**config.mk**
```make
export PLATFORM = sky130hd
export DESIGN_NAME = fetch_stage
export DESIGN_NICKNAME = d
export VERILOG_FILES = /design/src/rtl/fetch_pkg.sv /design/src/rtl/fetch_fifo.sv /design/src/rtl/fetch_stage.sv
export SDC_FILE = /design/constraint.sdc
export NUM_CORES = 1
export LEC_CHECK = 0
export CAP_MARGIN = 20
export CORE_UTILIZATION = 40
export CTS_CLUSTER_DIAMETER = 40
export DETAILED_ROUTE_END_ITERATION = 10
export PLACE_DENSITY_LB_ADDON = 0.12
export SLEW_MARGIN = 20
export SYNTH_ARGS = -nofsm -noshare
export SYNTH_HDL_FRONTEND = slang
export SYNTH_HIERARCHICAL = 1
export SYNTH_SLANG_ARGS = --single-unit
```
**constraint.sdc**
```tcl
create_clock -name clk -period 11.8 [get_ports clk]
set_clock_uncertainty 0.2 [all_clocks]
set_input_delay 3.54 -clock clk [delete_from_list [all_inputs] [get_ports clk]]
set_output_delay 3.54 -clock clk [all_outputs]
set_load 0.02 [all_outputs]
```
**src/rtl/fetch_pkg.sv**
```systemverilog
// fetch_pkg: shared widths, PC step and fetch entry type for the fetch stage
package fetch_pkg;
  localparam int FETCH_ADDR_W = 32;
  localparam int FETCH_INSTR_W = 32;
  localparam int PC_STEP = 4;
  localparam logic [FETCH_ADDR_W-1:0] FETCH_RESET_PC = '0;
  typedef struct packed {
    logic [FETCH_ADDR_W-1:0] pc;
    logic [FETCH_INSTR_W-1:0] instr;
  } fetch_entry_t;
endpackage

```
**src/rtl/fetch_fifo.sv**
```systemverilog
// fetch_fifo: DEPTH-entry synchronous FIFO with push, pop, clear, count and head outputs
module fetch_fifo #(
  parameter int DEPTH = 2,
  parameter int W = 64
) (
  input  logic                       clk,
  input  logic                       reset_,
  input  logic                       push,
  input  logic                       pop,
  input  logic                       clear,
  input  logic [W-1:0]               din,
  output logic [$clog2(DEPTH):0]     count,
  output logic [W-1:0]               head
);
  localparam int AW = $clog2(DEPTH);
  logic [W-1:0] mem_q [DEPTH];
  logic [W-1:0] mem_d [DEPTH];
  logic [AW-1:0] wr_q, wr_d, rd_q, rd_d;
  logic [AW:0] cnt_q, cnt_d;
  always_comb begin
    for (int i = 0; i < DEPTH; i++)
      mem_d[i] = (push && !clear && wr_q == AW'(i)) ? din : mem_q[i];
    wr_d = clear ? '0 : wr_q + AW'(push);
    rd_d = clear ? '0 : rd_q + AW'(pop);
    cnt_d = clear ? '0 : cnt_q + (AW+1)'(push) - (AW+1)'(pop);
  end
  always_ff @(posedge clk or negedge reset_) begin
    if (!reset_) begin
      for (int i = 0; i < DEPTH; i++) mem_q[i] <= '0;
      wr_q <= '0;
      rd_q <= '0;
      cnt_q <= '0;
    end else begin
      mem_q <= mem_d;
      wr_q <= wr_d;
      rd_q <= rd_d;
      cnt_q <= cnt_d;
    end
  end
  assign count = cnt_q;
  assign head = mem_q[rd_q];
endmodule

```
**src/rtl/fetch_stage.sv**
```systemverilog
// fetch_stage: PC, fixed-latency imem requests, redirect flush and decode handshake; FETCH_STATS_EN adds stall_cnt
module fetch_stage
  import fetch_pkg::*;
#(
  parameter int ADDR_W = FETCH_ADDR_W,
  parameter int INSTR_W = FETCH_INSTR_W,
  parameter logic [ADDR_W-1:0] RESET_PC = ADDR_W'(FETCH_RESET_PC),
  parameter int DEPTH = 2
) (
  input  logic               clk,
  input  logic               reset_,
  output logic               imem_req,
  output logic [ADDR_W-1:0]  imem_addr,
  input  logic [INSTR_W-1:0] imem_rdata,
  input  logic               redirect,
  input  logic [ADDR_W-1:0]  redirect_pc,
  output logic               out_valid,
  input  logic               out_ready,
  output logic [ADDR_W-1:0]  out_pc,
  output logic [INSTR_W-1:0] out_instr
`ifdef FETCH_STATS_EN
  ,output logic [15:0]       stall_cnt
`endif
);
  localparam int CW = $clog2(DEPTH) + 1;
  logic [ADDR_W-1:0] pc_q, pc_d, tag_q, tag_d;
  logic inflight_q, inflight_d;
  logic [CW-1:0] count;
  logic [CW:0] occ;
  logic req, pop, push;
  logic [ADDR_W+INSTR_W-1:0] head;
  assign out_valid = count != '0;
  assign pop = out_valid && out_ready && !redirect;
  assign push = inflight_q && !redirect;
  // occupancy counts the in-flight response so a request never overflows the FIFO
  assign occ = {1'b0, count} + (CW+1)'(inflight_q) - (CW+1)'(pop);
  assign req = reset_ && !redirect && occ < (CW+1)'(DEPTH);
  always_comb begin
    pc_d = redirect ? {redirect_pc[ADDR_W-1:2], 2'b00} : req ? pc_q + ADDR_W'(PC_STEP) : pc_q;
    inflight_d = req;
    tag_d = req ? pc_q : tag_q;
  end
  always_ff @(posedge clk or negedge reset_) begin
    if (!reset_) begin
      pc_q <= RESET_PC;
      tag_q <= '0;
      inflight_q <= 1'b0;
    end else begin
      pc_q <= pc_d;
      tag_q <= tag_d;
      inflight_q <= inflight_d;
    end
  end
  fetch_fifo #(.DEPTH(DEPTH), .W(ADDR_W + INSTR_W)) u_fifo (
    .clk(clk),
    .reset_(reset_),
    .push(push),
    .pop(pop),
    .clear(redirect),
    .din({tag_q, imem_rdata}),
    .count(count),
    .head(head)
  );
  assign imem_req = req;
  assign imem_addr = pc_q;
  assign out_pc = out_valid ? head[INSTR_W +: ADDR_W] : '0;
  assign out_instr = out_valid ? head[INSTR_W-1:0] : '0;
`ifdef FETCH_STATS_EN
  logic [15:0] stall_q, stall_d;
  always_comb stall_d = (out_valid && !out_ready && stall_q != 16'hFFFF) ? stall_q + 16'd1 : stall_q;
  always_ff @(posedge clk or negedge reset_) begin
    if (!reset_) stall_q <= '0;
    else stall_q <= stall_d;
  end
  assign stall_cnt = stall_q;
`endif
endmodule
```
# --- Word level (Yosys, flattened, before mapping) ---
# Index checks and enable logic that the tools add are counted.
totals:
  out_inout_bits: 98
  elab_cells: 40
  inputBits: 68
  regBits: 197
op_classes:
  magnitude_cmp: 2
  addsub: 7
  n_reduce_logical: 11
  muxes: 10
  bitwise_logic: 2
op_table:
  columns: ["op", "count"]
  rows:
  - ["64-bit two-way mux", 3]
  - ["32-bit two-way mux", 4]
  - ["32-bit by 3-bit adder with 32-bit output (second input constant)", 1]
  - ["1-bit logical AND", 8]
  - ["2-bit nonzero test", 2]
  - ["2-bit by 1-bit adder with 3-bit output", 1]
  - ["3-bit by 2-bit less-than comparator with 1-bit output (second input constant)", 1]
  - ["3-bit by 1-bit subtractor with 3-bit output", 1]
  - ["1-bit adder", 2]
  - ["2-bit by 1-bit adder with 2-bit output", 1]
  - ["2-bit >= comparator (second input constant)", 1]
  - ["1-bit two-way mux", 2]
  - ["2-bit two-way mux", 1]
  - ["1-bit inverter with 2-bit output", 1]
  - ["2-bit by 1-bit subtractor with 2-bit output", 1]
  - ["1-bit zero test", 1]
  - ["1-bit inverter", 1]

# --- Depth between registers and ports, before layout ---
depth:
  word_depth: 8
  mapped_depth: 15
  mapped_depth_nobuf: 11

# --- Hierarchy ---
# The synthesis kept the hierarchy.
by_module_without_submodules:
  columns: ["mod", "n_inst", "area_per_inst_um2", "cells_each", "seq_area_each_um2"]
  rows:
  - ["fetch_fifo", 1, 6138.4, 358, 3303.2]
  - ["fetch_stage", 1, 3448.3, 403, 1526.5]

# --- Worst setup path before layout ---
# No wires, ideal clock.
synth_timing:
  path_type: "input to output"
  start: "input redirect"
  end: "output imem_req"
  required_ns: 8.060
  path_stages: 13
  path_buffers: 5
  path_slack_ns: 1.928
  arrival_ns: 6.132
  path_cell_list: "buf_2 -> inv_1 -> clkbuf_1 -> and3_1 -> ha_1 -> nand2b_1 -> fa_1 -> xor2_1 -> or3_1 -> buf_6 -> clkinv_4 -> buf_6 -> buf_2"
synth_between:
  elab_chain_len: 5
  word_cells_on_any_way: 6
  cone_classes: "1 x add/sub; 1 x order compare; 4 x reduce/logical"
synth_lines:
  columns: ["element", "line_no", "source"]
  rows:
  - ["from (decl)", "fetch_stage.sv:15", "input logic redirect,"]
  - ["1-bit zero test", "fetch_stage.sv:33", "assign pop = out_valid && out_ready && !redirect;"]
  - ["1-bit logical AND", "fetch_stage.sv:33", null]
  - ["named net pop", "fetch_stage.sv:30", "logic req, pop, push;"]
  - ["3-bit by 1-bit subtractor with 3-bit output", "fetch_stage.sv:36", "assign occ = {1'b0, count} + (CW+1)'(inflight_q) - (CW+1)'(pop);"]
  - ["3-bit by 2-bit less-than comparator with 1-bit output", "fetch_stage.sv:37", "assign req = reset_ && !redirect && occ < (CW+1)'(DEPTH);"]
  - ["1-bit logical AND", "fetch_stage.sv:37", null]
  - ["to (decl)", "fetch_stage.sv:12", "output logic imem_req,"]
# The timed path passes the listed nets, and every way through them passes these cells.

# --- Worst setup path in the final report ---
# Ends and elaborated chain as after synthesis.

==> metrics.md <==
| Metric | Value |
|---|---|
| FP Rows | 56 |
| Initial antenna violation count | 0 |
| First-pass GRT wire length | 35000 um |
| Lkg Pwr | 5.40 nW |
| CTS buffer count | 17 |
| DR iter-0 viols | 265 |
| CTS root buf | clkbuf_16 |
| Core area | 0.0235 sq mm |
| Slew Limit Fails | 0 |
| Syn avg cell area | 12.6 sq um |
| Yosys warning count | 6 |
| Worst-Margin Slew | 1.14 ns |
| Final #Nets | 980 |
| Flops & latches, synth | 193 |
| Area leader, netlist | dfrtp_1 |
| Critical path endpoint category | output pin |
| Data arrival, critical path | 7.15 ns |
| Post-synthesis sequential area ratio | 0.504 |
| HPWL Detailed | 13100 um |
| # port buffers | 161 |
| First-pass iteration count of the detailed router | 4 |
| Hold Fails Final Rpt | 0 |
| Crit Path Class | in2out |
| Pwr/cell area | 193 mW/mm^2 |
| Largest net degree at the start of global routing | 71 |
| Max-cap violations | 0 |
| Postcts setup bufs | 0 |
| Most common cell after layout, fill and taps aside | dfrtp_1 |
| Final setup fails | 0 |
| H-tree depth | 4 |
| Non-Filler Instances | 1239 |
| Worst slew margin | 0.240 |
| Post-layout util | 0.505 |
| Fin crit share | 0.923 |
| Setup TNS Final | 0 ns |
| CTS tree | built |
| DIE AREA | 0.0246 sq mm |
| Post-Route WL | 21400 um |
| Post-synth top area share | 0.504 |
| Max Buffers Root-to-Sink | 2 |
| Vias in the first global route | 6521 |
| Vias | 6172 |
| Maximum net fanout on the critical path | 46 |
| Asr flop ratio synth | 1.00 |
| Worst vdd ir | 0.0739 mV |
| Min cycle time layout | 10.89 ns |
| Primary FF master, synth | dfrtp_1 |
| Placed cell count | 1207 |
| Status | finished, final reports clean |
| CTS sink cnt | 193 |
| Layout area overhead | 23.6% |
| Initial Util | 0.408 |
| Io pins | 166 |
| Cell count after synthesis | 761 |
| Gr usage total | 0.184 |
| Share of layout cells above drive strength 1 | 0.267 |
| Post_cts resized | 0 |
| F_max | 91.8 MHz |
| Cell area after synthesis | 0.00959 sq mm |
| Worst-Skew Late Latency | 0.43 ns |
| Worst Path Required | 8.06 ns |
| Synth top area cells | dfrtp_1, mux2_2, mux2_4 |
| DRC | 0 |
| Worst-path clk slew | 0.07 ns |
| Drt via density | 4.98 |
| # hold bufs at CTS | 0 |
| Startpoint Class | primary input |
| Netlist cell types | 53 |
| Grt total ovfl | 0 |
| R2r setup slk | 7.57 ns |
| EDFF count, synth | 0 |
| Die Ht | 157 um |
| Routability cong. | 0.803 |
| Diode count | 0 |
| RSZ-0062 raised after global routing | false |
| Wire per inst | 17.3 um |
| Die Span X | 157 um |
| Worst hold path type | reg2reg |
| Routed Antenna Nets | 0 |
| Most frequent cells in the layout | dfrtp_1, clkdlybuf4s50_1, mux2_2 |
critical path, stage by stage:
cell and delay [ns]:
clkdlybuf4s50_1 0.43, inv_1 0.37, and3_1 0.32, ha_1 0.25, nand2b_1 0.15, fa_1 0.37, xor2_1 0.20, or3_2 0.52
clkinv_4 0.30, clkdlybuf4s50_1 0.68
where the power goes:
part / internal (mW) / switching [mW]
sequential: 0.875 / 0.140
clock: 0.303 / 0.279
combinational: 0.409 / 0.286
total: 1.59 / 0.705
logic make-up (layout without fill, tap and decap cells):
| kind of cell | count (synthesis) | after routing | share of synthesized area |
|---|---|---|---|
| simple gates | 249 | 249 | 0.133 |
| mux | 193 | 193 | 0.254 |
| flops | 193 | 193 | 0.504 |
| compound gates | 55 | 55 | 0.0422 |
| buf+inv | 55 | 209 | 0.0491 |
| xor+xnor | 10 | 10 | 0.0106 |
| fa+ha+maj | 5 | 5 | 0.00731 |
| other cells | 1 | 6 | 0.000391 |
registers in the layout, summed over array words and instances, names as in the netlist:
name and flops:
u_fifo/mem_q 128, imem_addr 30, tag_q 30, u_fifo/count 2
inflight_q 1, u_fifo/rd_q 1, u_fifo/wr_q 1
cells in the mapped netlist, drive strengths merged, types with 4 or more instances:
| master | n |
|---|---|
| xor2 | 6 |
| nand4 | 12 |
| and2 | 64 |
| o211ai | 8 |
| a22oi | 7 |
| o21ai | 16 |
| nand2 | 115 |
| dfrtp | 193 |
| o311ai | 9 |
| a221o | 7 |
| nor3 | 5 |
| ha | 4 |
| nor2 | 13 |
| clkbuf | 13 |
| inv | 6 |
| and3 | 4 |
| buf | 35 |
| nand3 | 18 |
| mux2 | 192 |
metal layers:
metal,share of wire,GRT usage,wire length (um),vias to the layer above
li1,-,-,-,2950
met2,0.45,0.283,9550,151
met1,0.50,0.260,10600,3063
met4,0.0057,0.0411,121,0
met5,0,0,0,-
met3,0.051,0.0451,1080,8
cell type report:
| class | count | area, sq um |
|---|---|---|
| well taps | 319 | 399 |
| multi-input cells | 518 | 4310 |
| clock inverters | 14 | 161 |
| repair buffers | 170 | 1680 |
| clock buffers | 18 | 429 |
| flip-flops and latches | 193 | 4830 |
| fillers | 2117 | 11600 |
| inverters | 7 | 31.3 |
metrics by stage:
step | hold slack [ns] | power [mW] | setup slack [ns] | area (sq um)
floorplan | 0.258 | 1.49 | 1.93 | 9610
global placement | 0.285 | 1.72 | 0.916 | 11300
detailed placement | 0.288 | 1.73 | 0.899 | 11300
CTS | 0.308 | 2.33 | 0.924 | 11800
global route | 0.323 | 2.45 | 0.750 | 11800
finish | 0.301 | 2.29 | 0.909 | 11800
worst paths after layout:
kind	endpoint	from	cells after the start
worst min-delay path	tag_q[16]	tag_q[16]	2
max in group asynchronous	u_fifo/mem_q[52]	reset_	3
worst max-delay path	imem_req	redirect	10
worst min register to register	tag_q[16]	tag_q[16]	2
min in group asynchronous	u_fifo/mem_q[27]	reset_	1
worst max register to register	imem_addr[12]	u_fifo/count[1]	11
Note: power is estimated with default switching activity, not from simulation.
